File: src/rtl/hazard_ctrl.sv
// hazard_ctrl: pipeline hazard controller for the 5-stage RV32I core.
//
// Tracks the destination of the instructions in EX, MEM and WB and derives the
// stall/flush/freeze sequencing for IF/ID and ID/EX. It also produces the EX operand
// forwarding selects, which are registered alongside the instruction entering EX.
//
// Ports:
//   clk, rst_n                     clock, synchronous active-low reset
//   i_id_*                         decoded fields of the instruction in ID
//   i_ex_redirect                  taken branch / JAL / JALR resolved in EX
//   i_mem_req, i_mem_ready         data-memory handshake of the MEM stage
//   o_stall_if, o_stall_id         hold PC / hold IF/ID
//   o_flush_if, o_flush_id         bubble into IF/ID / bubble into ID/EX
//   o_freeze                       hold every pipeline register
//   o_fwd_a, o_fwd_b               registered EX operand select (00 ID/EX, 10 MEM, 01 WB)
//   o_byp_a, o_byp_b               ID captures WB write data for rs1/rs2
//   o_stall_cnt, o_flush_cnt       performance counters, only with HAZARD_PERF_EN
//
// Build option: define HAZARD_PERF_EN to add the stall and flush counters.
module hazard_ctrl #(
  parameter int unsigned XLEN = 32
) (
  input  logic            clk,
  input  logic            rst_n,
  input  logic            i_id_valid,
  input  logic [4:0]      i_id_rs1,
  input  logic [4:0]      i_id_rs2,
  input  logic            i_id_rs1_used,
  input  logic            i_id_rs2_used,
  input  logic [4:0]      i_id_rd,
  input  logic            i_id_rf_wr,
  input  logic            i_id_is_load,
  input  logic            i_ex_redirect,
  input  logic            i_mem_req,
  input  logic            i_mem_ready,
  output logic            o_stall_if,
  output logic            o_stall_id,
  output logic            o_flush_if,
  output logic            o_flush_id,
  output logic            o_freeze,
  output logic [1:0]      o_fwd_a,
  output logic [1:0]      o_fwd_b,
  output logic            o_byp_a,
`ifdef HAZARD_PERF_EN
  output logic            o_byp_b,
  output logic [XLEN-1:0] o_stall_cnt,
  output logic [XLEN-1:0] o_flush_cnt
`else
  output logic            o_byp_b
`endif
);

  if (XLEN == 0) begin : g_bad_xlen
    $error("hazard_ctrl: XLEN must be nonzero");
  end

  typedef struct packed {
    logic       valid;
    logic [4:0] rd;
    logic       rf_wr;
    logic       is_load;
  } trk_t;

  typedef enum logic [0:0] {StRun, StFreeze} state_e;

  localparam trk_t TrkBubble = '{valid: 1'b0, rd: 5'd0, rf_wr: 1'b0, is_load: 1'b0};

  state_e     state_q;
  trk_t       ex_q, mem_q, wb_q;
  trk_t       ex_d;
  logic [1:0] fwd_a_d, fwd_b_d;
  logic       freeze, load_use;

  // A tracker supplies a source only if it really writes a nonzero register.
  function automatic logic hit(input trk_t t, input logic [4:0] rs, input logic used);
    return used & t.valid & t.rf_wr & (t.rd != 5'd0) & (t.rd == rs);
  endfunction

  // A load in EX has no data yet, so only non-load EX results are forwarded.
  function automatic logic [1:0] fwd_sel(input trk_t ex, input trk_t mem,
                                         input logic [4:0] rs, input logic used);
    if (hit(ex, rs, used) && !ex.is_load) return 2'b10;
    else if (hit(mem, rs, used))          return 2'b01;
    else                                  return 2'b00;
  endfunction

  assign freeze   = i_mem_req & ~i_mem_ready;
  assign load_use = i_id_valid & ex_q.is_load &
                    (hit(ex_q, i_id_rs1, i_id_rs1_used) | hit(ex_q, i_id_rs2, i_id_rs2_used));

  // Freeze masks everything; a redirect discards the wrong-path ID instruction,
  // so it wins over a load-use stall.
  always_comb begin
    o_stall_if = 1'b0;
    o_stall_id = 1'b0;
    o_flush_if = 1'b0;
    o_flush_id = 1'b0;
    if (!freeze) begin
      if (i_ex_redirect) begin
        o_flush_if = 1'b1;
        o_flush_id = 1'b1;
      end else if (load_use) begin
        o_stall_if = 1'b1;
        o_stall_id = 1'b1;
        o_flush_id = 1'b1;
      end
    end
  end

  assign o_freeze = freeze;
  assign o_byp_a  = hit(wb_q, i_id_rs1, i_id_rs1_used);
  assign o_byp_b  = hit(wb_q, i_id_rs2, i_id_rs2_used);

  always_comb begin
    ex_d    = TrkBubble;
    fwd_a_d = 2'b00;
    fwd_b_d = 2'b00;
    if (i_id_valid && !o_flush_id) begin
      ex_d    = '{valid: 1'b1, rd: i_id_rd, rf_wr: i_id_rf_wr, is_load: i_id_is_load};
      fwd_a_d = fwd_sel(ex_q, mem_q, i_id_rs1, i_id_rs1_used);
      fwd_b_d = fwd_sel(ex_q, mem_q, i_id_rs2, i_id_rs2_used);
    end
  end

  always_ff @(posedge clk) begin
    if (!rst_n) begin
      state_q <= StRun;
      ex_q    <= TrkBubble;
      mem_q   <= TrkBubble;
      wb_q    <= TrkBubble;
      o_fwd_a <= 2'b00;
      o_fwd_b <= 2'b00;
    end else begin
      unique case (state_q)
        StRun:    if (freeze)  state_q <= StFreeze;
        StFreeze: if (!freeze) state_q <= StRun;
        default:               state_q <= StRun;
      endcase
      if (!freeze) begin
        wb_q    <= mem_q;
        mem_q   <= ex_q;
        ex_q    <= ex_d;
        o_fwd_a <= fwd_a_d;
        o_fwd_b <= fwd_b_d;
      end
    end
  end

`ifdef HAZARD_PERF_EN
  always_ff @(posedge clk) begin
    if (!rst_n) begin
      o_stall_cnt <= '0;
      o_flush_cnt <= '0;
    end else begin
      if (freeze || o_stall_id) o_stall_cnt <= o_stall_cnt + 1'b1;
      if (o_flush_if)           o_flush_cnt <= o_flush_cnt + 1'b1;
    end
  end
`endif

endmodule
File: config.mk
export PLATFORM = sky130hd
export DESIGN_NAME = hazard_ctrl
export DESIGN_NICKNAME = d
export VERILOG_FILES = /design/src/rtl/hazard_ctrl.sv
export SDC_FILE = /design/constraint.sdc
export NUM_CORES = 1
export LEC_CHECK = 0
export ABC_AREA = 1
export BUFFER_PORTS_ARGS = -buffer_cell sky130_fd_sc_hd__buf_2
export CORE_MARGIN = 3
export CORE_UTILIZATION = 50
export CTS_CLUSTER_DIAMETER = 40
export CTS_CLUSTER_SIZE = 10
export DETAILED_ROUTE_END_ITERATION = 12
export GPL_ROUTABILITY_DRIVEN = 0
export PLACE_DENSITY = 0.72
export SETUP_SLACK_MARGIN = 0.1
export SYNTH_ARGS = -nofsm -noshare
export SYNTH_HDL_FRONTEND = slang
export SYNTH_SLANG_ARGS = --single-unit
File: constraint.sdc
create_clock -name clk -period 4.6 [get_ports clk]
set_input_delay 0.92 -clock clk [delete_from_list [all_inputs] [get_ports clk]]
set_output_delay 0.92 -clock clk [all_outputs]
set_load 0.005 [all_outputs]
==> results summary, run 1 <==
The total of endpoints with negative setup slack in the final report came out at 0. Yosys printed 0 warnings. After layout, the worst path uses 66.3% of the clock period. Setup slack on the worst reg-to-reg path comes out at 3130 ps. The wire length of the first global-routing pass is 7150 microns. After clock tree synthesis, the clock-pin slew on the worst setup and hold paths is 140 ps.

In the final timing run, aggregate negative setup slack is 0 ps. Measured against its own limit, the worst slew margin works out to 52.6%. The number of levels in the clock H-tree is 1. The starting density of the core is 53.5%.

The synthesis-stage register bit count came out at 26. Summing all placed instances gives a cell area of 0.00184 sq mm. The number of global-route vias before repair came out at 1,663. The cell area after synthesis came out at 0.00166 sq mm. The number of hold-repair buffers added at the cts stage came out at 0.

The worst path needs 3050 ps of the cycle, external delays included. The endpoint of the worst-slack reg-to-reg timing path is o_fwd_a[1]. The most common cell in the synthesized netlist is nand2_1. The post-synthesis average cell area is 6.08 sq um. The fraction of synthesis flops using an asynchronous set or reset pin came out at 0%. After detailed routing, no signal wire sits above met4. The total leakage power came out at 0.922 nW. The finished cells cover 0.00189 sq mm.

The worst hold path cell count is 2. In this run, distinct cell masters in the synthesized netlist total 22. The initial antenna violation count came out at 0. The setup path with the least slack is of type input port to primary output. 36 I/O pins were placed. On the critical path, the stage with the largest delay is an instance of nor2_2. The hold violation count in the final report came out at 0. Wire segments on met2 add up to 1790 microns in the final route. The leftover overflow at the end of global routing came out at 0.

The worst vdd rail ir drop came out at 0.175 mV. The detailed-route DRC error count came out at 0. The number of nets at the end of the flow came out at 329. The transition at the pin with the smallest max-transition slack is 708 ps. Walking the worst path, the cells encountered are buf_2 -> nor2_2 -> nor2_1 -> inv_1 -> nand2_1 -> buf_2. Counting stages on the worst path, the most repeated cell is buf_2. The count of flip-flops with a built-in enable after synthesis came out at 0. The tightest hold path in the finished design has a slack of 474 ps. In this run the remaining antenna-violating nets after routing total 0. The number of antenna diodes in the final layout is 0.

In this run the critical register-to-register path is launched from ex_q[5]. Along the worst path, the maximum fanout reaches 16. The share of the yosys chip area belonging to registers is 31.3%. The total via count after detailed routing came out at 1,729. STA classifies the critical path endpoint as a primary output.

The critical path data arrival time is 2130 ps. The count of cells along the worst register-to-register path came out at 8. The die covers 0.00405 sq mm.

The total CTS buffers is 3. The run finished with clean final reports. The number of core rows is 20. The post-CTS repair timing setup buffer count came out at 0. The number of maximum-capacitance constraint violations is 0. In the final routed layout, each cell accounts on average for 11.5 microns. The worst path setup slack after routing came out at 1550 ps. Setup repair after global routing left no endpoint under its margin. The count of final max-slew check failures came out at 0.

The ratio of total power to cell area is 259 mW/mm^2. The area inside the core boundary came out at 0.00310 sq mm. The maximum number of pins on one net before global-route repair came out at 25. The fraction of layout instances using a drive strength above 1 is 16.2%. Across the routed clock network, the largest skew measured is 4.27 ps.

At the placement stage, the worst setup path has a slack of 1590 ps. The number of standard cells after synthesis is 273. For this run, the leading register cell type out of synthesis is dfxtp_1. The critical path starts at i_mem_ready. Ranked by instance count, the synthesized netlist is headed by nand2_1, inv_1, nor2_1. The number of cells upsized or downsized after cts is 0.

The global router's overall resource usage came out at 21.8%. The relative area change from synthesis to final layout is 13.9%. The most critical setup path has its endpoint at o_flush_id. For the worst-skew pair, the clock arrives at the later sink with an insertion delay of 320 ps. The total routed wire length on the met1 layer is 1990 microns. The per-cell via count in the routed design came out at 4.98. The horizontal die dimension came out at 63.6 microns. Static timing analysis puts the maximum clock frequency at 0.328 GHz. The top-area cell type share of the netlist area is 31.3%.

The y dimension of the die came out at 63.6 microns. The worst setup path is launched from an input port. Before antenna repair, the detailed router went through 4 iterations. The net count after synthesis is 298. Of all cell types, the one taking the most synthesized area is dfxtp_1. The delay of the slowest cell on the worst path came out at 460 ps.

The count of buffers added on input and output ports is 35. The DRC marker count from the first detailed-route iteration came out at 103. The total length of routed wires came out at 3990 microns. The cell at the root of the clock tree is clkbuf_4. The sum of net half-perimeters after detailed placement came out at 3180 microns.

The sum of met3 wire segment lengths after detailed routing is 164 microns. The clock net in this run drives a total of 26 sinks. The data required time of the critical path came out at 3680 ps. The deepest clock path buffer count is 2. The CTS tree is yes. The path class of the tightest hold or removal check is register to register.

By area the synthesized netlist is led by dfxtp_1, nand2_1, inv_1.
[routing by layer]
metal / GRT usage (%) / vias to the layer above
met5: 0 / -
met4: 5.66 / 0
met3: 4.46 / 4
met2: 34.7 / 28
met1: 29.7 / 768
li1: - / 929
[cells in the final DEF (no fill, tap or decap), types with 6 or more instances in the layout]
cell     instances
dfxtp_1         26
inv_1           38
buf_2           35
a21oi_1         25
o21ai_0         14
xnor2_1          6
nand3_1         11
nor2_1          31
nand2_1         79
nand4_1         18
[final cells by class]
type | instances | area, sq um
Inverter | 38 | 143
Fill cell | 334 | 1210
Tap cell | 44 | 55.1
Clock inverter | 1 | 30.0
Multi-Input combinational cell | 199 | 938
Timing Repair Buffer | 36 | 183
Sequential cell | 26 | 520
Clock buffer | 3 | 22.5
[report_power, final]
group,switching [mW],internal (mW),leakage (nW)
Clock,0.0703,0.0881,0.0279
Combinational,0.0544,0.0329,0.682
Sequential,0.00939,0.235,0.212
Total,0.134,0.356,0.922
[through the flow]
step / std cells / total power, mW / util, %
after global routing: 347 / 0.518 / 61.0
after detailed placement: 343 / 0.336 / 59.3
after global placement: 343 / 0.335 / 59.3
after CTS: 347 / 0.497 / 61.0
after floorplan: 273 / 0.307 / -
final: 347 / 0.490 / 61.0
[cell families after synthesis]
logic type	after synthesis	synth area share [%]
buffers and inverters	48	12.3
AND/OR/NAND/NOR	151	39.9
AO/OA/AOI/OAI	40	12.3
flip-flops	26	31.3
XOR/XNOR	8	4.22
[worst max-delay path, delay by kind of cell]
| family | cells | cell delay (ps) |
|---|---|---|
| buffers and inverters | 3 | 550 |
| AND/OR/NAND/NOR | 3 | 650 |
[state kept, by name (all words and copies together), names as in the netlist]
signal	flops
mem_q	7
wb_q	7
o_fwd_b	2
o_fwd_a	2
ex_q	8
[how the worst min path moves through the flow]
stage,slack [ps],startpoint,to
after floorplan,460,ex_q[7],ex_q[7]
after global placement,450,o_fwd_a[0],o_fwd_a[0]
after detailed placement,460,o_fwd_a[0],o_fwd_a[0]
after CTS,480,o_fwd_a[0],o_fwd_a[0]
after global routing,500,o_fwd_b[0],o_fwd_b[0]
final,470,o_fwd_a[0],o_fwd_a[0]
(Power assumes the default switching activity.)
==> run 2: changes to the inputs <==
Clock period 4.6 ns to 3.1 ns, I/O delays scaled along.
==> run 2 against run 1 <==
Register-to-register slack worse by 1500 ps. Largest cell class unchanged. Critical endpoint is now o_stall_if. First-iteration DRC count up 45%. Worst hold slack is essentially flat. Combinational power up 49%.
==> results summary, run 2 (same netlist as run 1, synthesis figures left out) <==
The commonest non-fill, non-tap cell in the layout is nand2_1. The part of the total power dissipated in combinational logic is 19.5% (+1.7 points). In the finished design, the share of the clock period the worst path needs comes to 75.5%. The maximum number of pins on one net before global-route repair came out at 26 (+4.0%). The post-layout minimum cycle time came out at 2340 ps.

The clock share of power was 26.1% (-6.2 points). The tree is rooted in a clkbuf_4. The kind of start point of the critical path is a register. The post-CTS repair timing setup buffer count is 0 (unchanged). The cell family contributing the most delay on the critical path is simple AND/OR/NAND/NOR gates. The number of antenna-violating nets in the routed design is 0 (unchanged).

The number of cells upsized or downsized after cts came to 0 (unchanged). The clock latency on the worst-skew pair is 320 ps (about the same). The sum of net half-perimeters after detailed placement is 3190 microns (+0.39%).

The data required time of the critical path came out at 2480 ps (-1200 ps). The signal on the critical path passes through inv_1 -> nand2_1 -> nand3_1 -> nor2_1 -> nand2_2 -> nand2_2 -> nand2_4 -> nor2_1 -> buf_2. The I/O pin total is 36 (unchanged). The beginning of the critical path is ex_q[4].

The number of global-route vias before repair is 1,683 (+1.2%). The area inside the core boundary came out at 0.00310 sq mm (unchanged). The starting density of the core came out at 53.5% (unchanged). The setup slack on the worst flop-to-flop path came out at 1650 ps (-1480 ps). Timing would allow up to 0.427 GHz.

The deepest clock path buffer count is 2 (unchanged). The clock slew at the register clock pins of the worst setup and hold paths came out at 140 ps (about the same). The quantity of I/O buffers inserted on ports was 35 (unchanged). The total length of routed wires came out at 4050 microns (+1.5%). The total via count after detailed routing was 1,768 (+2.3%). The flow ran to the end, and the final reports show no timing, DRC or antenna violations.

In the final layout, the registers with the most flip-flops are ex_q: 8 flops, mem_q: 7 flops, wb_q: 7 flops. The fraction of layout instances using a drive strength above 1 came to 16.4% (+0.28 points). The first-pass iteration count of the detailed router came to 4 (unchanged). The number of nets at the end of the flow is 330 (+0.30%). The hold violation count in the final report came to 0 (unchanged). The post-route clock skew is 3.34 ps (-0.934 ps). The clock sink count came out at 26 (unchanged). The final cell count without fillers was 348 (+0.29%). The number of buffers and inverters on the critical path is 2 (-1). The detailed-route DRC error count came out at 0 (unchanged). The tightest min-delay check is of the register to register type. The peak fanout along the critical path is 14 (-2).

The delay of the slowest cell on the worst path is 440 ps (-20 ps). The per-cell via count in the routed design was 5.08 (+2.0%). The leftover overflow at the end of global routing came out at 0 (unchanged). TritonCTS built the clock tree. The worst setup path is captured at a primary output. In the layout the commonest cells are nand2_1, inv_1, buf_2. The critical path class is register to primary output. The hold slack came to 475 ps (+0.447 ps).

The worst hold path cell count is 2 (unchanged). The startpoint identified for the worst register-to-register timing path is ex_q[4]. The register with the highest flop count is ex_q. The average routed wire per standard cell came out at 11.6 microns (+1.2%).

The count of cells along the worst register-to-register path is 9 (+1). The total power came to 667 uW (+36%). The endpoint of the worst-slack reg-to-reg timing path is o_fwd_b[0]. The number of hold-repair buffers added at the cts stage came out at 0 (unchanged). The y dimension of the die is 63.6 microns (unchanged).

The switching part of the total is 29.6% (+2.2 points). The most critical setup path has its endpoint at o_stall_if. The transition at the pin with the smallest max-transition slack is 708 ps (-0.405 ps). Setup repair after global routing left no endpoint under its margin. The total of endpoints with negative setup slack in the final report is 0 (unchanged). The initial antenna violation count is 0 (unchanged). The worst vdd rail ir drop came out at 0.247 mV (+41%). The cell total after placement was 344 (+0.29%). The die area came out at 0.00405 sq mm (unchanged). The global router's overall resource usage came out at 21.8% (+0.074 points).

The horizontal die dimension came out at 63.6 microns (unchanged). The flip-flop count of the largest register, all copies and words added came to 8 (unchanged). The number of antenna diodes came to 0 (unchanged). The sequential share of power came to 54.4% (+4.6 points). The slowest cell on the critical path is dfxtp_1. The sum of negative setup slack is 0 ps (unchanged).

The worst max-slew margin expressed relative to the limit came out at 52.6% (about the same). The total leakage power came to 0.920 nW (-0.20%). The DRC marker count from the first detailed-route iteration came out at 149 (+45%).

The relative area change from synthesis to final layout is 13.4%. The wire length of the first global-routing pass came to 7230 microns (+1.2%). The total CTS buffers is 3 (unchanged). The cell-internal power is 470 uW (+32%). The number of gates on the worst path with buffers counted is 9 (+3). The critical path data arrival time is 1720 ps (-410 ps). The ratio of total power to cell area came to 354 mW/mm^2 (+37%). The number of core rows came out at 20 (unchanged). The number of levels in the clock H-tree is 1 (unchanged). The number of maximum-capacitance constraint violations is 0 (unchanged). The total net switching power came out at 198 uW (+47%). The count of final max-slew check failures is 0 (unchanged).
## run 2: changes by cell type in the layout (fill, tap and decap cells not counted)
cell,change
buf_4,+1
bufinv_16,-1
clkbuf_8,+1
## run 2: worst min-delay path: cells and delay by family (launching register included)
kind / cells / cell delay, ps
DFF: 1 / 340
AOI/OAI and AO/OA: 1 / 60
and+or+nand+nor: 1 / 60
## run 2: area by class of cell
type,count,area (sq um)
Clock buffer,4,36.3
Timing Repair Buffer,37,190
Multi-Input combinational cell,199,938
Tap cell,44,55.1
Sequential cell,26,520
Fill cell,329,1220
Inverter,38,143
## run 2: worst min path at each step
stage / startpoint / end / slack [ps]
6_report: o_fwd_b[1] / o_fwd_b[1] / 470
2_1_floorplan: ex_q[7] / ex_q[7] / 460
4_1_cts: o_fwd_b[1] / o_fwd_b[1] / 480
5_1_grt: o_fwd_a[1] / o_fwd_a[1] / 500
3_3_place_gp: o_fwd_b[0] / o_fwd_b[0] / 460
3_5_place_dp: o_fwd_b[1] / o_fwd_b[1] / 460
## run 2: power by group through the flow
| stage | logic, mW | registers (mW) | clock network (mW) |
|---|---|---|---|
| after floorplan | 0.0894 | 0.366 | 0 |
| after global placement | 0.129 | 0.370 | 0 |
| after detailed placement | 0.129 | 0.370 | 0 |
| after CTS | 0.130 | 0.363 | 0.180 |
| after global routing | 0.151 | 0.365 | 0.195 |
| final | 0.130 | 0.363 | 0.174 |
## run 2: layer usage
| layer | track usage (%) | up-vias | wire length, microns | part of all wire [%] |
|---|---|---|---|---|
| li1 | - | 933 | - | - |
| met1 | 29.3 | 774 | 1910 | 47 |
| met2 | 35.1 | 53 | 1830 | 45 |
| met3 | 4.28 | 8 | 257 | 6.3 |
| met4 | 6.74 | 0 | 49 | 1.2 |
| met5 | 0 | - | 0 | 0 |
## run 2: through the flow
step / worst slack (ps) / util [%] / area (sq um)
finish: 759 / 60.7 / 1880
global route: 537 / 60.7 / 1880
CTS: 749 / 60.7 / 1880
detailed placement: 832 / 59.5 / 1850
global placement: 839 / 59.5 / 1850
floorplan: 937 / - / 1660
==> run 3: changes to the inputs <==
Clock period 3.1 ns to 2.2 ns, I/O delays scaled along.
==> run 3 against run 2 <==
Routed wire length is 8.7% higher. Register-to-register slack worse by 1100 ps. First-iteration DRC count is 10% lower. Clock power is 96% higher. Non-clock buffer count is 8 higher. Total power is 58% higher.
==> results summary, run 3 (same netlist as run 1, synthesis figures left out) <==
The relative area change from synthesis to final layout came out at 23.2%. The average routed wire per standard cell is 12.4 microns (+6.3%). The hold path endpoint is ex_q[4].

The count of cells along the worst register-to-register path was 11 (+2). The setup slack on the worst flop-to-flop path came out at 580 ps (-1070 ps). The finished layout cell area is 0.00205 sq mm (+8.6%). The source of the worst hold timing path is i_id_rd[2]. The sum of negative setup slack came to 0 ps (unchanged). The total length of routed wires is 4410 microns (+8.7%). The per-cell via count in the routed design came out at 5.18 (+1.9%). The area occupied by multi-input gates came out at 996 sq um (+6.1%).

The number of nets at the end of the flow is 338 (+2.4%). The starting density of the core came out at 53.5% (unchanged). The y dimension of the die came out at 63.6 microns (unchanged). The maximum number of pins on one net before global-route repair is 39 (+50%). The root buffer cell chosen for the clock tree is clkbuf_4. More flip-flops sit in one register than any other, and that register is ex_q. The number of antenna diodes is 0 (unchanged). The number of levels in the clock H-tree came to 1 (unchanged). STA classifies the critical path startpoint as a register. The fraction of layout instances using a drive strength above 1 is 26.6% (+10 points).

The top achievable clock speed came out at 0.483 GHz. The worst max-slew margin expressed relative to the limit is 48.5% (-4.1 points). The setup slack at placement is 278 ps (-554 ps). The largest registers in the layout are ex_q: 8 flops, mem_q: 7 flops, wb_q: 7 flops. The die area was 0.00405 sq mm (unchanged). The clock sink count is 26 (unchanged). The total CTS buffers is 3 (unchanged). The number of global-route vias before repair is 1,578 (-6.2%). The detailed-route DRC error count is 0 (unchanged).

The clock latency on the worst-skew pair came out at 340 ps (+20 ps). The data required time of the critical path is 1760 ps (-720 ps). The delay of the slowest cell on the worst path is 400 ps (-40 ps). The horizontal die dimension is 63.6 microns (unchanged). The transition at the pin with the smallest max-transition slack was 769 ps (+61.5 ps). In the layout the commonest cells are nand2_1, buf_2, inv_1. The global router's overall resource usage was 22.4% (+0.60 points). The initial antenna violation count is 0 (unchanged).

The slowest stage of the critical path is the dfxtp_4 cell. The number of core rows was 20 (unchanged). The flip-flop count of the largest register, all copies and words added is 8 (unchanged). The run finished with clean final reports. The quantity of I/O buffers inserted on ports is 35 (unchanged). The clock slew at the register clock pins of the worst setup and hold paths is 160 ps (+20 ps). The count of final max-slew check failures is 0 (unchanged). The critical path data arrival time came out at 1630 ps (-90 ps). The first-pass iteration count of the detailed router is 4 (unchanged). The worst vdd rail ir drop came out at 0.316 mV (+28%). The post-route clock skew came out at 15.0 ps (+11.7 ps). The wire length of the first global-routing pass is 7230 microns (unchanged). The hold violation count in the final report came out at 0 (unchanged).

The I/O pin total came out at 36 (unchanged). Of the available clock period, the critical path in the final layout requires 94.2%. The startpoint identified for the worst register-to-register timing path is ex_q[4]. The register area was 539 sq um (+3.6%). The total via count after detailed routing is 1,843 (+4.2%). The ratio of total power to cell area came out at 514 mW/mm^2 (+45%). The worst hold path cell count came out at 3 (+1). The worst hold path belongs to the class input port to register.

Leaving out fill and tap cells, the most frequent cell in the layout is nand2_1. The sum of net half-perimeters after detailed placement was 3280 microns (+2.7%). The total of endpoints with negative setup slack in the final report came to 0 (unchanged).

The smallest clock period supported by the final layout is computed as 2070 ps. The deepest clock path buffer count is 2 (unchanged). The critical path goes through inv_2 -> a21oi_2 -> nand2_2 -> nor2_1 -> nand2_1 -> nand2_4 -> nand2_8 -> nor2_4 -> buf_2. The count of filler cells inserted in the layout was 314 (-4.6%). The number of antenna-violating nets in the routed design is 0 (unchanged).

The area inside the core boundary came out at 0.00310 sq mm (unchanged). The DRC marker count from the first detailed-route iteration came out at 134 (-10%). Setup repair after global routing could not meet its margin everywhere. The total leakage power came out at 0.955 nW (+3.8%).

The setup path with the least slack is of type register to primary output. The number of hold-repair buffers added at the cts stage came out at 0 (unchanged). The area of placed instances is 0.00186 sq mm (+0.68%). The worst setup path is captured at a primary output. The peak fanout along the critical path was 6 (-8).

The number of maximum-capacitance constraint violations came out at 0 (unchanged). The worst path setup slack after routing is 128 ps (-632 ps). The endpoint of the worst-slack reg-to-reg timing path is ex_q[1]. The CTS tree is yes.

The leftover overflow at the end of global routing is 0 (unchanged).
[run 3: how the worst max path moves through the flow]
stage | from | to | slack [ps] | cells past startpoint
3_5_place_dp | i_id_rs2[0] | o_stall_id | 280 | 12
2_1_floorplan | i_id_rs2[0] | o_stall_if | 400 | 12
6_report | ex_q[4] | o_stall_if | 130 | 9
5_1_grt | ex_q[7] | o_stall_id | 20 | 9
4_1_cts | ex_q[7] | o_stall_id | 120 | 9
3_3_place_gp | i_id_rs2[0] | o_stall_if | 300 | 12
[run 3: final cells by class]
cell class | instances | share of cell area, %
tap | 44 | 2.69
sequential | 26 | 26.4
clock inverter | 1 | 1.47
inverter | 38 | 6.97
clock buffer | 3 | 1.10
timing repair buffer | 45 | 12.7
multi-input combinational | 199 | 48.7
[run 3: critical path, delay by kind of cell (launching register included)]
kind                   cells  cell delay (ps)
AO/OA/AOI/OAI              1              160
buffers and inverters      2              170
flip-flops                 1              400
AND/OR/NAND/NOR            6              570
[run 3: metal layers]
metal / routed length (microns) / GRT usage, % / vias to the layer above
met5: 0 / 0 / -
met4: 101 / 7.28 / 0
met3: 246 / 4.10 / 13
met2: 2030 / 36.4 / 60
met1: 2030 / 29.9 / 822
li1: - / - / 948
[run 3: metrics by stage]
step / instances / power (mW) / util (%) / hold slack (ps)
6_report: 356 / 1.05 / 65.9 / 336
3_5_place_dp: 344 / 0.708 / 59.9 / 453
5_1_grt: 356 / 1.11 / 65.9 / 330
4_1_cts: 349 / 1.05 / 62.5 / 332
3_3_place_gp: 344 / 0.707 / 59.9 / 455
2_1_floorplan: 273 / 0.641 / - / 455
[run 3: repair_timing]
item	in CTS	in global routing
endpoints found under the setup margin	3	3
buffers inserted	1	7
resized for setup	11	22
pin swaps	0	9
[run 3: power breakdown]
group	internal (mW)	leakage (nW)	total, mW	switching (mW)
registers	0.488	0.217	0.509	0.0208
logic	0.0789	0.711	0.202	0.123
clock network	0.184	0.0279	0.341	0.156
